[config.mk]
export PLATFORM = sky130hd
export DESIGN_NAME = alu_operand_stage
export DESIGN_NICKNAME = d
export VERILOG_FILES = /design/src/rtl/alu_pkg.sv /design/src/rtl/alu_regfile.sv /design/src/rtl/alu_operand_stage.sv
export SDC_FILE = /design/constraint.sdc
export NUM_CORES = 2
export LEC_CHECK = 0
export CORE_MARGIN = 1
export CORE_UTILIZATION = 60
export DETAILED_ROUTE_END_ITERATION = 10
export PLACE_DENSITY = 0.84
export SYNTH_ARGS = -nofsm -noshare
export SYNTH_HDL_FRONTEND = slang
export SYNTH_SLANG_ARGS = --single-unit
[constraint.sdc]
create_clock -name clk -period 2.7 [get_ports clk]
set_input_delay 0.54 -clock clk [delete_from_list [all_inputs] [get_ports clk]]
set_output_delay 0.54 -clock clk [all_outputs]
set_load 0.05 [all_outputs]
[src/rtl/alu_pkg.sv]
// -----------------------------------------------------------------------------
// alu_pkg
// Shared definitions between the operand stage and the ALU:
//   - RV32I opcodes handled by the integer ALU path (OP, OP-IMM)
//   - fct3 codes for the ALU operations
//   - op_fields_t : the bundle of control fields and operands handed to the ALU
//   - decode_op() : builds op_fields_t from an instruction word and the two
//                   register read values
// -----------------------------------------------------------------------------
package alu_pkg;

  localparam logic [6:0] OPC_OP    = 7'b0110011;
  localparam logic [6:0] OPC_OPIMM = 7'b0010011;

  localparam logic [2:0] ADD  = 3'b000;
  localparam logic [2:0] SLL  = 3'b001;
  localparam logic [2:0] SLT  = 3'b010;
  localparam logic [2:0] SLTU = 3'b011;
  localparam logic [2:0] XOR  = 3'b100;
  localparam logic [2:0] SRX  = 3'b101;  // SRL/SRA, selected by fct7[5]
  localparam logic [2:0] OR   = 3'b110;
  localparam logic [2:0] AND  = 3'b111;

  typedef struct packed {
    logic        rcc;      // 1 = register/register form (second operand from rs2)
    logic [2:0]  fct3;
    logic [6:0]  fct7;
    logic [31:0] rs1;
    logic [31:0] s2;       // signed view of the second operand
    logic [31:0] u2;       // unsigned view of the second operand
    logic [4:0]  rd;
    logic        illegal;
  } op_fields_t;

  // Unsupported opcodes yield an all-zero bundle with only illegal set, so the
  // ALU never sees stale operands for an instruction it must not execute.
  function automatic op_fields_t decode_op(input logic [31:0] insn,
                                           input logic [31:0] rs1_data,
                                           input logic [31:0] rs2_data);
    op_fields_t f;
    logic [11:0] imm;
    f   = '0;
    imm = insn[31:20];
    if (insn[6:0] == OPC_OP) begin
      f.rcc  = 1'b1;
      f.s2   = rs2_data;
      f.u2   = rs2_data;
    end else if (insn[6:0] == OPC_OPIMM) begin
      f.s2   = {{20{imm[11]}}, imm};
      f.u2   = {20'd0, imm};
    end else begin
      f.illegal = 1'b1;
    end
    if (!f.illegal) begin
      f.fct3 = insn[14:12];
      f.fct7 = insn[31:25];
      f.rs1  = rs1_data;
      f.rd   = insn[11:7];
    end
    return f;
  endfunction

endpackage

[src/rtl/alu_regfile.sv]
// -----------------------------------------------------------------------------
// alu_regfile
// 32 x 32-bit integer register file, x0 hard-wired to zero.
// Ports:
//   clk, rst_n             : clock, synchronous active-low reset (clears x1..x31)
//   rd_addr_a / rd_data_a  : read port A (combinational)
//   rd_addr_b / rd_data_b  : read port B (combinational)
//   wr_en/wr_addr/wr_data  : write port, visible to reads from the next cycle
// BYPASS=1 forwards a same-cycle write to matching reads.
// -----------------------------------------------------------------------------
module alu_regfile #(
  parameter bit BYPASS = 1'b1
) (
  input  logic        clk,
  input  logic        rst_n,
  input  logic [4:0]  rd_addr_a,
  output logic [31:0] rd_data_a,
  input  logic [4:0]  rd_addr_b,
  output logic [31:0] rd_data_b,
  input  logic        wr_en,
  input  logic [4:0]  wr_addr,
  input  logic [31:0] wr_data
);

  logic [31:0] rf_word [32];

  // Every register is reset, so the file is built from individual flops
  // rather than a RAM macro.
  genvar gi;
  generate
    for (gi = 0; gi < 32; gi++) begin : g_reg
      if (gi == 0) begin : g_zero
        assign rf_word[gi] = '0;
      end else begin : g_word
        logic [31:0] word_reg;
        always_ff @(posedge clk) begin
          if (!rst_n) begin
            word_reg <= '0;
          end else if (wr_en && (wr_addr == 5'(gi))) begin
            word_reg <= wr_data;
          end
        end
        assign rf_word[gi] = word_reg;
      end
    end
  endgenerate

  logic hit_a;
  logic hit_b;

  assign hit_a = (BYPASS != 1'b0) && wr_en && (wr_addr == rd_addr_a);
  assign hit_b = (BYPASS != 1'b0) && wr_en && (wr_addr == rd_addr_b);

  // x0 check comes first so a write-back aimed at x0 is never forwarded.
  assign rd_data_a = (rd_addr_a == 5'd0) ? 32'd0 :
                     hit_a               ? wr_data : rf_word[rd_addr_a];
  assign rd_data_b = (rd_addr_b == 5'd0) ? 32'd0 :
                     hit_b               ? wr_data : rf_word[rd_addr_b];

endmodule

[src/rtl/alu_operand_stage.sv]
// -----------------------------------------------------------------------------
// alu_operand_stage
// Decode/operand-fetch stage in front of the integer ALU. Accepts one RV32I
// instruction per handshake, reads rs1/rs2 from the register file, and
// presents registered control fields and operands one cycle later.
// Ports:
//   clk, rst_n                 : clock, synchronous active-low reset
//   in_valid/in_ready/in_insn  : instruction input handshake
//   flush                      : drop held operation and block acceptance
//   wb_en/wb_rd/wb_data        : register-file write-back
//   out_valid/out_ready        : ALU-side handshake
//   out_rcc/out_fct3/out_fct7  : ALU control fields
//   out_rs1/out_s2/out_u2      : operands (second operand signed/unsigned)
//   out_rd, out_illegal        : destination register, unsupported opcode
//   issued_cnt                 : wrapping count of delivered operations
// -----------------------------------------------------------------------------
module alu_operand_stage
  import alu_pkg::*;
#(
  parameter bit BYPASS = 1'b1,
  parameter int CNT_W  = 32
) (
  input  logic             clk,
  input  logic             rst_n,
  input  logic             in_valid,
  output logic             in_ready,
  input  logic [31:0]      in_insn,
  input  logic             flush,
  input  logic             wb_en,
  input  logic [4:0]       wb_rd,
  input  logic [31:0]      wb_data,
  output logic             out_valid,
  input  logic             out_ready,
  output logic             out_rcc,
  output logic [2:0]       out_fct3,
  output logic [6:0]       out_fct7,
  output logic [31:0]      out_rs1,
  output logic [31:0]      out_s2,
  output logic [31:0]      out_u2,
  output logic [4:0]       out_rd,
  output logic             out_illegal,
  output logic [CNT_W-1:0] issued_cnt
);

  localparam logic [CNT_W-1:0] CNT_ONE = CNT_W'(1);

  logic [31:0] rs1_data;
  logic [31:0] rs2_data;
  op_fields_t  dec_next;
  op_fields_t  op_reg;
  logic        valid_reg;
  logic [CNT_W-1:0] cnt_reg;
  logic        accept;

  alu_regfile #(
    .BYPASS (BYPASS)
  ) u_regfile (
    .clk       (clk),
    .rst_n     (rst_n),
    .rd_addr_a (in_insn[19:15]),
    .rd_data_a (rs1_data),
    .rd_addr_b (in_insn[24:20]),
    .rd_data_b (rs2_data),
    .wr_en     (wb_en),
    .wr_addr   (wb_rd),
    .wr_data   (wb_data)
  );

  assign dec_next = decode_op(in_insn, rs1_data, rs2_data);

  // in_ready deliberately ignores flush; flush only suppresses the capture.
  assign in_ready = rst_n & (~valid_reg | out_ready);
  assign accept   = in_valid & in_ready;

  always_ff @(posedge clk) begin
    if (!rst_n) begin
      valid_reg <= 1'b0;
      op_reg    <= '0;
      cnt_reg   <= '0;
    end else begin
      if (valid_reg && out_ready) begin
        cnt_reg <= cnt_reg + CNT_ONE;
      end
      if (flush) begin
        valid_reg <= 1'b0;
      end else if (accept) begin
        // Operands are frozen here; later write-backs cannot reach op_reg.
        valid_reg <= 1'b1;
        op_reg    <= dec_next;
      end else if (out_ready) begin
        valid_reg <= 1'b0;
      end
    end
  end

  assign out_valid   = valid_reg;
  assign out_rcc     = op_reg.rcc;
  assign out_fct3    = op_reg.fct3;
  assign out_fct7    = op_reg.fct7;
  assign out_rs1     = op_reg.rs1;
  assign out_s2      = op_reg.s2;
  assign out_u2      = op_reg.u2;
  assign out_rd      = op_reg.rd;
  assign out_illegal = op_reg.illegal;
  assign issued_cnt  = cnt_reg;

endmodule

==> run_results.csv <==
group,metric,value,unit
power,p_leak,23.1,nW
setup_path,crit_required,2160,ps
place,place_inst,7726,
setup_path,endpoint_kind,"output pin",
synthesis,synth_edf_count,0,
setup_path,crit_cells,1,
cts,clock_path_buffers,3,
layout,nets,6651,
routing,vias_per_cell,7.12,
routing,drc_errors,0,
synthesis,synth_fa_ha_area_share,0.0215,%
routing,drt_iter0_drc,10200,
cts,cts_root_buffer,"clkbuf_16",
timing,tightestPinTransition,1170,ps
timing,whs,130,ps
setup_path,r2r-end,"out_rs1[9]",
hold_path,holdPathEnd,"issued_cnt[31]",
cts,clk_latency,740,ps
place,place_area,65300,um^2
synthesis,synth_seq_cells,1126,
place,place_ws,-611,ps
synthesis,ys_warn_count,0,
routing,vias,56500,
place,numPortBuffers,221,
setup_path,cpPeakStageDelay,900,ps
synthesis,ys_top_cells_by_area,"dfxtp_1 39%, mux4_2 16%, nand2_1 13%",
cts,cts_hold_buf,0,
timing,setup_viol,0,
setup_path,r2r_cells,8,
place,gp_congestion,0.998,
layout,multiInputGateArea,32900,um^2
layout,fillers,6271,
synthesis,netlist_area,58100,um^2
setup_path,cp.arrival,2150,ps
global_routing,track_usage,46.7,%
timing,drv_slew,0,
synthesis,avgSynthCellArea,9.06,um^2
cts,clkTransAtPathRegs,60,ps
timing,rsz0062_at_grt,"false",
setup_path,crit_path_cell_trace,"clkdlybuf4s50_1",
power,ir_worst_vdd,0.540,mV
hold_path,whs_path_depth,2,
layout,syn2layout_area_growth,18.8,%
global_routing,grt_antenna_before_repair,11,
setup_path,critPathMaxFanout,2,
routing,dr_wl_met3,41200,um
floorplan,initial_core_util,60.9,%
timing,hold_violations,0,
layout,layout_commonest_cell,"nand2_1",
layout,largest_reg_flops,992,
floorplan,fp.dieH,313,um
routing,finalWirelength,236000,um
place,hpwl,153000,um
setup_path,rr_startpoint,"out_valid",
global_routing,grt_pass1_vias,54900,
timing,post-route-period-util,99.5,%
setup_path,slowest_stage,"clkdlybuf4s50_1",
timing,worst_slack,13.3,ps
synthesis,ys_seq_area_share,38.8,%
floorplan,dieArea,98200,um^2
routing,wl_met2,95900,um
layout,postLayoutCoreUtil,72.4,%
synthesis,synthesis.nets,6492,
cts,tritoncts,"yes",
setup_path,crit_family,"buffers and inverters",
hold_path,worst_hold_path_type,"in2reg",
cts,cts.htree.levels,3,
timing,slew_headroom,22.3,%
cts,clock_sinks,1126,
routing,ant_nets,0,
layout,most-common-layout-cells,"2059 x nand2_1, 1126 x dfxtp_1, 949 x a21boi_0, 408 x mux4_2, 335 x buf_4",
job,cap_viol_max_count,0,
synthesis,synth-compound-area-share,19.3,%
floorplan,coreArea,95400,um^2
synthesis,synth_top_family_by_area,"compound AO/OA/AOI/OAI gates",
setup_path,path_buf_inv,1,
run_status,status,"finished clean",
synthesis,syn_inst,6416,
layout,layout-drive-gt1-share,18.8,%
global_routing,grt_max_degree,216,
synthesis,yosys.area.top_type_share,38.8,%
routing,wl_per_cell,29.7,um
global_routing,grt_pass1_wl,344000,um
setup_path,r2r_setup_slack,430,ps
global_routing,grt.overflow.total,0,
layout,instances_no_fill,7936,
setup_path,crit_type,"reg2out",
synthesis,synth_simple_gate_area_share,17.3,%
timing,fmax,372,MHz
timing,fin_crit,2690,ps
synthesis,async_flop_share,0,%
cts,numCtsBuffers,112,
synthesis,synth-xor-area-share,0.587,%
power,p_per_area,534,nW/um^2
timing,finClkSkew,20.1,ps
routing,first_pass_iters,7,
floorplan,fp-row-count,113,
setup_path,worstSetupStartpointType,"flop",
floorplan,boundaryPins,222,
layout,regArea,22500,um^2
synthesis,yosysTopAreaCell,"dfxtp_1",
routing,drt-met1-wl,75300,um
synthesis,synthFlopType,"dfxtp_1",
cts,cts_setup_buffers,0,
synthesis,synth.distinct_cells,58,
floorplan,die_w,313,um
hold_path,min-delay-start,"rst_n",
routing,routed.top_layer,"met5",
cts,cts-resized-gates,0,
layout,stdcell_area,69100,um^2
synthesis,synthMuxAreaShare,18.8,%
## power by group
group	total, W	switching, W	internal (W)
registers	0.0169	0.000119	0.0167
logic	0.00381	0.00236	0.00145
clock network	0.0162	0.00706	0.00915
## metrics by stage
step | total power [W] | TNS (ps)
2_1_floorplan | 0.0192 | 0
3_3_place_gp | 0.0208 | -18290
3_5_place_dp | 0.0208 | -28400
4_1_cts | 0.0365 | 0
5_1_grt | 0.0375 | 0
6_report | 0.0369 | 0
## how the worst max path moves through the flow
stage / start / to
final: out_s2[23] / out_s2[23]
after global routing: out_s2[23] / out_s2[23]
after CTS: out_rs1[14] / out_rs1[14]
after detailed placement: in_insn[0] / out_s2[17]
after global placement: in_insn[0] / out_s2[22]
after floorplan: in_insn[15] / out_rs1[22]
## cells in the mapped netlist, drive strengths merged, types with 23 or more instances
cell type / n
nor2: 60
nand3: 32
a221o: 34
o21ai: 70
nor2b: 89
a21boi: 995
a211oi: 37
buf: 181
a22oi: 101
nor3: 76
mux2: 66
and2: 42
dfxtp: 1126
nand2: 2075
xnor2: 32
a21oi: 73
mux4: 408
clkbuf: 504
o22ai: 23
mux2i: 99
a221oi: 106
o221ai: 23
## per-layer routing
metal	vias to the layer above	track usage, %
met4	12	36.5
met3	1714	19.9
met1	26600	55.3
met2	5365	66.7
met5	-	0
li1	22900	-
## cell families (layout without fill, tap and decap cells)
logic type      Yosys count  count (layout)
fa+ha+maj                 1               1
compound gates         1506            1506
mux                     573             573
flops                  1126            1126
simple gates           2476            2476
xor+xnor                 39              39
buf+inv                 695             946
other cells               0               4
## layout make-up
cell class | instances | share of cell area [%]
Clock buffer | 164 | 4.79
Clock inverter | 42 | 0.660
Tap cell | 1265 | 2.29
Timing Repair Buffer | 730 | 11.9
Multi-Input combinational cell | 4595 | 47.6
Inverter | 10 | 0.0544
Antenna cell | 4 | 0.0145
Sequential cell | 1126 | 32.6
Note: power is estimated with default switching activity, not from simulation.
